$ cat src/rtl/fifo_stream_pkg.sv
// Shared types and sizing helpers for the FIFO-to-byte-stream read engine.
package fifo_stream_pkg;

  typedef enum logic [1:0] {
    IDLE = 2'd0,
    RUN  = 2'd1,
    DONE = 2'd2
  } state_t;

  function automatic int bytes_of(input int data_width);
    return data_width / 8;
  endfunction

  function automatic int idx_width(input int data_width);
    return (data_width / 8 > 1) ? $clog2(data_width / 8) : 1;
  endfunction

  localparam int pDATA_WIDTH_DEF = 32;
  localparam int pBYTES          = bytes_of(pDATA_WIDTH_DEF);
  localparam int pIDX_WIDTH      = idx_width(pDATA_WIDTH_DEF);

endpackage

$ cat src/rtl/fifo_stream_reader.sv
// Drains a registered-output FIFO and serializes each word LSB byte first onto
// a valid/ready byte stream, one programmed burst of words per start pulse.
module fifo_stream_reader
  import fifo_stream_pkg::*;
#(
  parameter int pDATA_WIDTH  = 32,
  parameter int pBURST_WIDTH = 16
) (
  input  logic                    clk,
  input  logic                    srst_n,
  input  logic                    start,
  input  logic                    abort,
  input  logic [pBURST_WIDTH-1:0] burst_len,
  input  logic                    fifo_empty,
  output logic                    fifo_ren,
  input  logic [pDATA_WIDTH-1:0]  fifo_rdata,
  output logic                    out_valid,
  input  logic                    out_ready,
  output logic [7:0]              out_data,
  output logic                    out_last,
  output logic                    busy,
  output logic                    done,
  output logic                    stalled
);

  localparam int BYTES = bytes_of(pDATA_WIDTH);
  localparam int IDX_W = idx_width(pDATA_WIDTH);
  localparam int CNT_W = pBURST_WIDTH + IDX_W;
  localparam logic [IDX_W-1:0] IDX_LAST = IDX_W'(BYTES - 1);

  state_t state, state_nxt;

  logic [pBURST_WIDTH-1:0] fetch_left;
  logic [CNT_W-1:0]        bytes_left;
  logic [pDATA_WIDTH-1:0]  sh_data;
  logic [pDATA_WIDTH-1:0]  buf_data;
  logic [IDX_W-1:0]        sh_idx;
  logic                    sh_valid;
  logic                    buf_valid;
  logic                    pend;

  logic       run;
  logic       accept;
  logic       word_done;
  logic       sh_keep;
  logic       slot_free;
  logic [1:0] occ;

  // occ counts words held after this edge; a new read needs a slot when it lands.
  always_comb begin
    run       = (state == RUN);
    accept    = sh_valid && out_ready;
    word_done = accept && (sh_idx == IDX_LAST);
    sh_keep   = sh_valid && !word_done;
    occ       = 2'(sh_keep) + 2'(buf_valid) + 2'(pend);
    slot_free = (occ < 2'd2);
    fifo_ren  = run && (fetch_left != '0) && !fifo_empty && !abort && slot_free;
  end

  always_comb begin
    out_valid = sh_valid;
    out_data  = sh_data[7:0];
    out_last  = (bytes_left == CNT_W'(1));
    busy      = (state != IDLE);
    done      = (state == DONE);
    stalled   = run && out_ready && !sh_valid;
  end

  always_comb begin
    state_nxt = state;
    case (state)
      IDLE: if (start && !abort) state_nxt = (burst_len == '0) ? DONE : RUN;
      RUN:  if (abort || (accept && out_last)) state_nxt = DONE;
      DONE: state_nxt = IDLE;
      default: state_nxt = IDLE;
    endcase
  end

  always_ff @(posedge clk or negedge srst_n) begin
    if (!srst_n) state <= IDLE;
    else         state <= state_nxt;
  end

  always_ff @(posedge clk or negedge srst_n) begin
    if (!srst_n) begin
      fetch_left <= '0;
      bytes_left <= '0;
      sh_data    <= '0;
      buf_data   <= '0;
      sh_idx     <= '0;
      sh_valid   <= 1'b0;
      buf_valid  <= 1'b0;
      pend       <= 1'b0;
    end else if (state == IDLE && start && !abort) begin
      fetch_left <= burst_len;
      bytes_left <= CNT_W'(burst_len) * CNT_W'(BYTES);
      sh_data    <= '0;
      sh_idx     <= '0;
      sh_valid   <= 1'b0;
      buf_valid  <= 1'b0;
      pend       <= 1'b0;
    end else if (!run || abort) begin
      // Any word still in flight on an abort is dropped when it lands.
      fetch_left <= '0;
      bytes_left <= '0;
      sh_data    <= '0;
      sh_idx     <= '0;
      sh_valid   <= 1'b0;
      buf_valid  <= 1'b0;
      pend       <= 1'b0;
    end else begin
      pend <= fifo_ren;
      if (fifo_ren) fetch_left <= fetch_left - pBURST_WIDTH'(1);
      if (accept)   bytes_left <= bytes_left - CNT_W'(1);

      if (pend && (!sh_valid || word_done)) begin
        sh_data  <= fifo_rdata;
        sh_idx   <= '0;
        sh_valid <= 1'b1;
      end else if (word_done && buf_valid) begin
        sh_data   <= buf_data;
        sh_idx    <= '0;
        sh_valid  <= 1'b1;
        buf_valid <= 1'b0;
      end else if (word_done) begin
        sh_data  <= '0;
        sh_idx   <= '0;
        sh_valid <= 1'b0;
      end else if (accept) begin
        sh_data <= sh_data >> 8;
        sh_idx  <= sh_idx + IDX_W'(1);
      end

      if (pend && sh_keep) begin
        buf_data  <= fifo_rdata;
        buf_valid <= 1'b1;
      end
    end
  end

endmodule
$ cat config.mk
export PLATFORM = sky130hd
export DESIGN_NAME = fifo_stream_reader
export DESIGN_NICKNAME = d
export VERILOG_FILES = /design/src/rtl/fifo_stream_pkg.sv /design/src/rtl/fifo_stream_reader.sv
export SDC_FILE = /design/constraint.sdc
export NUM_CORES = 1
export LEC_CHECK = 0
export CAP_MARGIN = 20
export CORE_AREA = 10 10 128 130
export CTS_BUF_LIST = sky130_fd_sc_hd__clkbuf_2
export DETAILED_ROUTE_END_ITERATION = 7
export DIE_AREA = 0 0 138 140
export PLACE_DENSITY_LB_ADDON = 0.1
export SETUP_SLACK_MARGIN = 0.05
export SLEW_MARGIN = 20
export SYNTH_ARGS = -nofsm -noshare
export SYNTH_HDL_FRONTEND = slang
export SYNTH_SLANG_ARGS = --single-unit
$ cat constraint.sdc
create_clock -name clk -period 5.63 [get_ports clk]
set_clock_uncertainty 0.05 [all_clocks]
set_input_delay 1.126 -clock clk [delete_from_list [all_inputs] [get_ports clk]]
set_output_delay 1.126 -clock clk [all_outputs]
set_load 0.005 [all_outputs]
---- Yosys cells after proc, flatten, opt, wreduce, memory -nomap -nowiden ----
Index checks and enable logic that the tools add are counted.
cells by class
  add/subtract/negate cells ............... 5
  order comparisons ....................... 1
  eq/ne operators ......................... 7
  muxes and demuxes ....................... 34
  bitwise logic cells ..................... 2
  reductions and logical operators ........ 36
operators by type and width
  cell                   number
  $mux 32                6
  $mux 18                3
  $mux 16                3
  $eq 18x1->1 const B    1
  $mux 2                 9
  $sub 18x1->18 const B  1
  $logic_and 1x1->1      16
  $logic_not 16->1       1
  $reduce_bool 16->1     1
  $sub 16x1->16 const B  1
  $mux 1                 12
  $reduce_bool 3->1      2
  $reduce_bool 6->1      1
  $logic_not 1->1        5
  $reduce_bool 5->1      1
  $eq 2x2->1 const B     2
  $ne 4x3->1 const B     1
  $pmux 2 s2             1
  $reduce_and 2->1       2
  $reduce_bool 4->1      1
  $logic_or 1x1->1       3
  $reduce_and 3->1       1
  $add 1x1->2            1
  $add 2x1->2            1
  8 further kinds        9
word-level totals
  flip-flop bits (word level) ............. 105
  input port bits ......................... 54
  output and inout bits ................... 14

---- Longest topological paths before layout ----
Gate-level depths: netlist of the first run.
  word-level depth ........................ 11
  mapped depth ............................ 10
  gate-level depth less buffers ........... 9

---- Least setup slack after synthesis of the first run ----
OpenSTA, ideal clock, no wires.
  kind .................................... input port to output port
  from .................................... in out_ready
  to ...................................... out fifo_ren
  arrival time ............................ 2.608 ns
  slack ................................... 1.846 ns
  stages on the path ...................... 8
  buffers on the path ..................... 1
  cell sequence ........................... nand2_1 > nand2_1 > ha_1 > inv_1 > a211oi_1 > a21bo_2 > buf_2 > nor2_1
on the way
  word-level cells in the longest chain between the ends .. 8
RTL lines
  what               RTL line                  source
  from (decl)        fifo_stream_reader.sv:18  input logic out_ready,
  $logic_and 1x1->1  fifo_stream_reader.sv:52  accept = sh_valid && out_ready;
  $logic_and 1x1->1  fifo_stream_reader.sv:53  word_done = accept && (sh_idx == IDX_LAST);
  $logic_not 1->1    fifo_stream_reader.sv:54  sh_keep = sh_valid && !word_done;
  $logic_and 1x1->1  fifo_stream_reader.sv:54
  $add 1x1->2        fifo_stream_reader.sv:55  occ = 2'(sh_keep) + 2'(buf_valid) + 2'(pend);
  $add 2x1->2        fifo_stream_reader.sv:55
  $lt 2x2->1         fifo_stream_reader.sv:56  slot_free = (occ < 2'd2);
  $logic_and 1x1->1  fifo_stream_reader.sv:57  fifo_ren = run && (fetch_left != '0) && !fifo_empty && !abort && slot_free;
  to (decl)          fifo_stream_reader.sv:15  output logic fifo_ren,
Every way passes these cells.

---- Final worst setup path of the first run ----
Same ends and word-level chain as after synthesis.

==> metrics.txt, run 1 <==
outcome finished, final reports clean; Worst setup endpoint fifo_ren; synthesized instance count 552; Core Area 0.01377 mm2; Final period util 84.24%; post-synth cell types 61; Reg clk slew, reported paths 0.29 ns; Critical Path Start out_ready; Pins Over Slew Limit 0; CTS tree yes; Tmin final 4.743 ns; maximum root-to-sink buffer count 2; initial antenna violation count 0; Pwr Density 370.2 mW/mm2; Routed Antenna Nets 0; die width 138 um; total CTS buffers 9; initial drt markers 373; RSZ-0062 raised after global routing no; drt pass-1 iters 4; post-synth top area share 48.32%; CTS resizes 0; Post-Syn Area 0.005438 mm2; fill cell count 1372; Synth Flop Type dfrtp_1; layout cells sized above 1 11.96%; placer congestion estimate 0.8707; # rows 43; H-tree depth 3; R2R depth 10; register area share after synthesis 48.32%; largest cells by area after synthesis dfrtp_1 (48%), mux2_2 (6.0%), nor2_1 (4.5%), a221oi_1 (4.0%), nor3_1 (3.5%); post-route setup slack 0.8870 ns; setup tns final 0 ns; I/O Pins 68; RR Endpoint fetch_left[10]; wire per inst 18.77 um; first-pass GRT wire length 24090 um; Max-cap violations 0; grt total ovfl 0; Yosys top cell by area dfrtp_1; nets 659; die height 140 um; Total Wirelength 14680 um; crit-path max FO 13; Post-synth EDFFs 0; via count of the first global-routing pass 4321; CTS Hold Bufs 0; worst path required time 4.45 ns; final-report hold violation count 0; flop2flop setup slack 2.68 ns; PortBufs 67; worst skew pair latency 0.61 ns; static leakage 2.714 nW; register bit total from synthesis 105; syn_nets 614; min-delay worst type in2async; critical path startpoint category input port; Yosys warnings 0; Initial Util 39.48%; via count 4384; post-CTS setup repair buffer count 0; Worst EP arrival 3.57 ns; VDD IR-drop max 0.2389 mV; Reg2Reg Launch Point sh_idx[0]; root buffer cell clkbuf_2; DP HPWL 10040 um; largest net degree at the start of global routing 64; Slew headroom 28.47%; Vias/cell 5.606; endpoints failing setup 0; ys async rst share 100.0%; CTS Sinks 105; Worst-Margin Slew 1.073 ns; DIE AREA 0.01932 mm2; Post-Place Worst Slack 0.8604 ns; Max Fclk 0.2108 GHz; Area growth, synth to finish 16.82%; diode count 0; Avg Inst Size Synth 9.851 um2; crit path kind in2out; Worst Setup End Kind output port; overall global routing resource usage 15.04%; detailed-route DRC error count 0
worst min path at each step:
stage                            start             end  cells past startpoint
final                           srst_n  fetch_left[11]                      1
after global routing            srst_n    buf_data[17]                      1
after CTS                       srst_n    buf_data[17]                      1
after global placement    buf_data[27]    buf_data[27]                      1
after detailed placement  buf_data[31]    buf_data[31]                      1
after floorplan            sh_data[24]     sh_data[24]                      2
worst max-delay path, stage by stage:
cell	delay (ns)
clkdlybuf4s50_1	0.51
nand2_1	0.11
nand2_1	0.10
ha_1	0.31
inv_1	0.04
a211oi_1	0.22
buf_4	0.18
a21bo_2	0.33
nor2_1	0.13
clkdlybuf4s50_1	0.52
layout by cell type (no fill, tap or decap), types with 3 or more instances in the layout:
cell type and instances:
dfrtp_1 105, clkdlybuf4s50_1 66, nor2_1 65, nand2_1 39, nor3_1 38, o21ai_0 36, a21oi_1 31, mux2_2 29
a221oi_1 25, xnor2_1 13, inv_1 12, clkbuf_2 10, buf_4 10, nor4_1 9, mux2i_1 9, a2bb2oi_1 8
and2_1 7, ha_1 7, a22oi_1 6, nand4_1 5, a31o_2 4, a211oi_1 3, nor3b_1 3, mux2_1 3
nand2b_1 3, xor2_1 3
cell type report:
type,instances,area (um2),area share [%]
Clock buffer,10,50.05,0.7879
Timing Repair Buffer,76,735.7,11.58
Sequential cell,105,2628,41.36
Inverter,12,45.04,0.7091
Tap cell,180,225.2,3.545
Clock inverter,6,91.34,1.438
Multi-Input combinational cell,393,2577,40.58
sequential cells by signal, summed over array words and instances (netlist names):
signal / cells
buf_data: 32
sh_data: 32
bytes_left: 18
fetch_left: 16
sh_idx: 2
state: 2
buf_valid: 1
out_valid: 1
pend: 1
power breakdown:
group,total (mW),switching [mW],internal [mW]
Sequential,0.973,0.117,0.856
Combinational,0.965,0.544,0.422
Clock,0.414,0.262,0.152
Yosys cell counts, types with 12 or more instances:
| cell | count |
|---|---|
| nor2_1 | 65 |
| inv_1 | 12 |
| clkbuf_1 | 27 |
| a221oi_1 | 25 |
| a21oi_1 | 31 |
| mux2_2 | 29 |
| dfrtp_1 | 105 |
| nand2_1 | 39 |
| nor3_1 | 38 |
| o21ai_0 | 36 |
| xnor2_1 | 13 |
routing by layer:
metal,up-vias,global-route usage (%),part of all wire [%]
met4,0,3.496,1.1
li1,2096,-,-
met2,108,23.19,46
met5,-,0,0
met1,2167,20.49,47
met3,13,3.989,5.4
kinds of logic after synthesis:
family / after synthesis / synth area share [%]
AOI/OAI and AO/OA: 136 / 17.07
and+or+nand+nor: 192 / 17.49
adders and majority gates: 8 / 1.841
xor gates and xnor gates: 16 / 2.577
DFF: 105 / 48.32
muxes: 41 / 8.283
buffers and inverters: 54 / 4.418
metrics by stage:
step	utilization [%]	hold WS [ns]	cell area, um2	total power, mW	cells
after CTS	46.12	0.3796	6352	2.371	782
after global routing	46.12	0.3689	6352	2.537	782
after global placement	45.09	0.4178	6211	1.930	766
after floorplan	-	0.4001	5438	1.664	552
final	46.12	0.4083	6352	2.352	782
after detailed placement	45.09	0.4240	6211	1.947	766
(Power assumes the default switching activity.)
==> run 2: changes to the inputs <==
clock period = 4 ns   (was 5.63 ns; I/O delays follow)
==> run 2 against run 1 <==
Clock power up 16%. Combinational power grew 47%. Non-clock buffer count rose by 5. Critical path type is now reg2out.
==> metrics.txt, run 2 (synthesis results as in run 1) <==
initial drt markers 349 (-6.4%); layout cells sized above 1 13.01% (+1.1 points); min-delay worst type in2async; Max-cap violations 0 (unchanged); total CTS buffers 9 (unchanged); overall global routing resource usage 15.48% (+0.45 points); root buffer cell clkbuf_2; R2R depth 10 (unchanged); nets 664 (+0.76%); Slew headroom 28.15% (-0.32 points); initial antenna violation count 0 (unchanged); VDD IR-drop max 0.2530 mV (+5.9%); I/O Pins 68 (unchanged); grt total ovfl 0 (unchanged); Initial Util 39.48% (unchanged); via count 4468 (+1.9%); largest net degree at the start of global routing 60 (-6.3%); register area 0.002628 mm2 (unchanged); # rows 43 (unchanged); placer congestion estimate 0.8321 (-4.4%); Top Registers buf_data: 32 flops, sh_data: 32 flops, bytes_left: 18 flops; Total Wirelength 15130 um (+3.1%); Worst Setup End Kind output port; static leakage 2.724 nW (+0.36%); post-route core utilization 46.25% (+0.13 points); Core Area 0.01377 mm2 (unchanged); Reg2Reg Launch Point sh_idx[0]; setup tns final 0 ns (unchanged); outcome finished, final reports clean; Worst EP arrival 2.90 ns (-0.67 ns); fill cell count 1327 (-3.3%); wire per inst 19.22 um (+2.4%); crit-path max FO 5 (-8); DIE AREA 0.01932 mm2 (unchanged); H-tree depth 3 (unchanged); maximum root-to-sink buffer count 2 (unchanged); Final period util 93.82%; Area growth, synth to finish 17.14%; Reg clk slew, reported paths 0.29 ns (about the same); detailed-route DRC error count 0 (unchanged); flop2flop setup slack 1.53 ns (-1.15 ns); first-pass GRT wire length 24770 um (+2.8%); PortBufs 67 (unchanged); die height 140 um (unchanged); Max Fclk 0.2665 GHz; Multi-input gate area 0.002585 mm2 (+0.29%); diode count 0 (unchanged); commonest cells after routing, fill and taps aside dfrtp_1 (105), clkdlybuf4s50_1 (66), nor2_1 (65); critical path startpoint category register; die width 138 um (unchanged); most common library cell in the layout ignoring fill and taps dfrtp_1; RSZ-0062 raised after global routing no; Routed Antenna Nets 0 (unchanged); endpoints failing setup 0 (unchanged); crit path kind reg2out; worst skew pair latency 0.63 ns (+0.02 ns); CTS Sinks 105 (unchanged); DP HPWL 10350 um (+3.0%); Pwr Density 513.7 mW/mm2 (+39%); worst path required time 3.15 ns (-1.30 ns); Tmin final 3.753 ns; final-report hold violation count 0 (unchanged); Vias/cell 5.677 (+1.3%); Worst-Margin Slew 1.078 ns (+0.004854 ns); RR Endpoint fetch_left[9]; via count of the first global-routing pass 4495 (+4.0%); Pins Over Slew Limit 0 (unchanged); drt pass-1 iters 5 (+1); CTS tree yes
## run 2: area by class of cell
type	instances	area share, %
flip-flops and latches	105	41.25
repair buffers	81	12.34
inverters	12	0.7071
multi-input cells	393	40.58
clock buffers	10	0.7857
clock inverters	6	0.8053
well taps	180	3.536
## run 2: timing repair
item                       in CTS  in global routing
setup endpoints to repair       1                  1
buffers inserted                1                  0
hold endpoints to repair        0                  0
hold buffers                    0                  0
resized for setup               0                  2
pin swaps                       0                  0
## run 2: through the flow
stage               std cells  setup WS, ns  hold slack, ns  total power, mW  area (um2)
global placement          770        0.2966          0.4181            2.764        6254
CTS                       787       0.05366         0.07221            3.278        6362
floorplan                 552        0.8679          0.4001            2.343        5438
detailed placement        770        0.2330          0.4254            2.790        6254
global route              787       0.03062         0.04456            3.512        6370
finish                    787        0.2474         0.07696            3.272        6370
## run 2: how the worst max path moves through the flow
stage | start | slack (ns) | end
5_1_grt | sh_idx[0] | 0.03 | fifo_ren
6_report | sh_idx[0] | 0.25 | fifo_ren
2_1_floorplan | out_ready | 0.87 | fifo_ren
3_3_place_gp | out_ready | 0.30 | fifo_ren
4_1_cts | sh_idx[0] | 0.05 | fifo_ren
3_5_place_dp | out_ready | 0.23 | fifo_ren
## run 2: critical path: stages, from the launching register on
cell	delay, ns
dfrtp_1	0.45
ha_2	0.23
nand2_1	0.07
nand2_1	0.09
ha_1	0.31
inv_1	0.05
a211oi_2	0.24
a21bo_2	0.25
nor2_1	0.08
clkdlybuf4s50_1	0.52
## run 2: power by group
group / total (mW) / switching [mW] / internal [mW]
clock network: 0.479 / 0.383 / 0.0963
logic: 1.42 / 0.806 / 0.616
registers: 1.37 / 0.166 / 1.21
total: 3.27 / 1.35 / 1.92
## run 2: layer usage
metal / global-route usage, % / wire length (um) / vias up
li1: - / - / 2108
met1: 20.14 / 7020 / 2216
met2: 24.92 / 7102 / 127
met3: 4.023 / 756 / 17
met4: 4.051 / 252 / 0
met5: 0 / 0 / -
==> run 3: changes to the inputs <==
clock period = 3.74 ns   (was 4 ns; I/O delays follow)
==> run 3 against run 2 <==
Non-clock buffer count increased by 1. Sequential share of layout area shrank 0.073 points. Die area unchanged. Register-to-register slack got worse by 0.26 ns. First-iteration DRC count shrank 0.57%. Total power rose by 6.6%.
==> metrics.txt, run 3 (synthesis results as in run 1) <==
Cell Chain, Critical Path or4_1, nor2_1, and3_1, clkdlybuf4s50_1; die height 140 um (unchanged); H-tree depth 3 (unchanged); drt pass-1 iters 5 (unchanged); DIE AREA 0.01932 mm2 (unchanged); R2R depth 10 (unchanged); static leakage 2.731 nW (+0.28%); worst path required time 2.94 ns (-0.21 ns); RR Endpoint fetch_left[9]; largest net degree at the start of global routing 64 (+6.7%); # rows 43 (unchanged); Post-Place Worst Slack 0.08638 ns (-0.1466 ns); Worst setup endpoint out_last; RSZ-0062 raised after global routing no; grt total ovfl 0 (unchanged); Tmin final 3.433 ns; worst hold slack 0.1089 ns (+0.03189 ns); PortBufs 67 (unchanged); total CTS buffers 9 (unchanged); Worst EP arrival 2.64 ns (-0.26 ns); flop2flop setup slack 1.27 ns (-0.26 ns); layout cells sized above 1 12.99% (-0.021 points); commonest cells after routing, fill and taps aside dfrtp_1 (105), nor2_1 (65), clkdlybuf4s50_1 (65); diode count 0 (unchanged); post-route setup slack 0.3068 ns (+0.05936 ns); worst skew pair latency 0.61 ns (-0.02 ns); CP Buf/Inv Count 1 (-1); setup tns final 0 ns (unchanged); CTS Sinks 105 (unchanged); Max Fclk 0.2913 GHz; DP HPWL 10370 um (+0.28%); most common library cell in the layout ignoring fill and taps dfrtp_1; Pins Over Slew Limit 0 (unchanged); crit-path max FO 3 (-2); Slew headroom 28.04% (-0.10 points); CP Depth 4 (-5); critical path startpoint category register; Routed Antenna Nets 0 (unchanged); placer congestion estimate 0.8103 (-2.6%); post-route core utilization 46.33% (+0.082 points); final-report hold violation count 0 (unchanged); CP peak stage delay 0.59 ns (+0.07 ns); Area growth, synth to finish 17.35%; Initial Util 39.48% (unchanged); nets 665 (+0.15%); detailed-route DRC error count 0 (unchanged); initial drt markers 347 (-0.57%); Reg2Reg Launch Point sh_idx[0]; crit path kind reg2out; CTS tree yes; Vias/cell 5.602 (-1.3%); via count 4414 (-1.2%); Top Registers buf_data: 32 flops, sh_data: 32 flops, bytes_left: 18 flops; endpoints failing setup 0 (unchanged); Pwr Density 546.4 mW/mm2 (+6.4%); I/O Pins 68 (unchanged); VDD IR-drop max 0.2184 mV (-14%); Final period util 91.80%; Total Wirelength 15030 um (-0.68%); CP max stage cell or4_1; via count of the first global-routing pass 4416 (-1.8%); fill cell count 1357 (+2.3%); root buffer cell clkbuf_2; first-pass GRT wire length 24650 um (-0.48%); crit-path leading delay family simple AND/OR/NAND/NOR gates; maximum root-to-sink buffer count 2 (unchanged); Reg clk slew, reported paths 0.29 ns (about the same); wire per inst 19.07 um (-0.81%); initial antenna violation count 0 (unchanged); overall global routing resource usage 15.47% (about the same); Core Area 0.01377 mm2 (unchanged); die width 138 um (unchanged); Critical Path Start bytes_left[14]; min-delay worst type in2async; Max-cap violations 0 (unchanged); Worst Setup End Kind output port; Worst-Margin Slew 1.079 ns (+0.001563 ns); outcome finished, final reports clean
-- run 3: metal layers --
layer | wire length (um) | vias up | GRT usage [%]
li1 | - | 2116 | -
met1 | 7125 | 2194 | 20.87
met2 | 7173 | 98 | 24.67
met3 | 636 | 6 | 3.719
met4 | 91 | 0 | 3.052
met5 | 0 | - | 0
-- run 3: stage by stage --
step / instance area [um2] / total power [mW] / std cells
floorplan: 5438 / 2.505 / 552
global placement: 6274 / 2.983 / 771
detailed placement: 6274 / 3.000 / 771
CTS: 6381 / 3.510 / 788
global route: 6381 / 3.759 / 788
finish: 6381 / 3.487 / 788
-- run 3: worst min-delay path by stage --
| stage | start | endpoint | slack [ns] | depth (start not counted) |
|---|---|---|---|---|
| final | srst_n | bytes_left[15] | 0.11 | 1 |
| after global placement | buf_data[27] | buf_data[27] | 0.42 | 1 |
| after global routing | srst_n | bytes_left[1] | 0.09 | 1 |
| after CTS | srst_n | bytes_left[15] | 0.08 | 1 |
| after floorplan | srst_n | buf_data[0] | 0.40 | 0 |
| after detailed placement | buf_data[20] | buf_data[20] | 0.42 | 1 |
-- run 3: worst register-to-register path: cells and delay by family (launching register included) --
kind	cells	cell delay, ns
fa+ha+maj	2	0.52
simple gates	2	0.14
buf+inv	2	0.23
compound gates	4	0.99
flops	1	0.45
-- run 3: repair_timing --
action,in CTS,in global routing
setup endpoints to repair,1,0
buffers inserted,1,0
hold buffers,0,0
resized for setup,3,0
-- run 3: layout make-up --
cell class / instances / area (um2) / share of cell area [%]
Multi-Input combinational cell: 393 / 2585 / 40.51
Clock buffer: 11 / 55.05 / 0.8627
Tap cell: 180 / 225.2 / 3.529
Inverter: 12 / 45.04 / 0.7059
Clock inverter: 5 / 38.79 / 0.6078
Sequential cell: 105 / 2628 / 41.18
Timing Repair Buffer: 82 / 804.5 / 12.61
-- run 3: power by group --
group | total [mW] | internal [mW] | switching, mW | leakage (nW)
Sequential | 1.46 | 1.29 | 0.175 | 1.45
Combinational | 1.53 | 0.673 | 0.854 | 1.22
Clock | 0.496 | 0.0995 | 0.396 | 0.0646
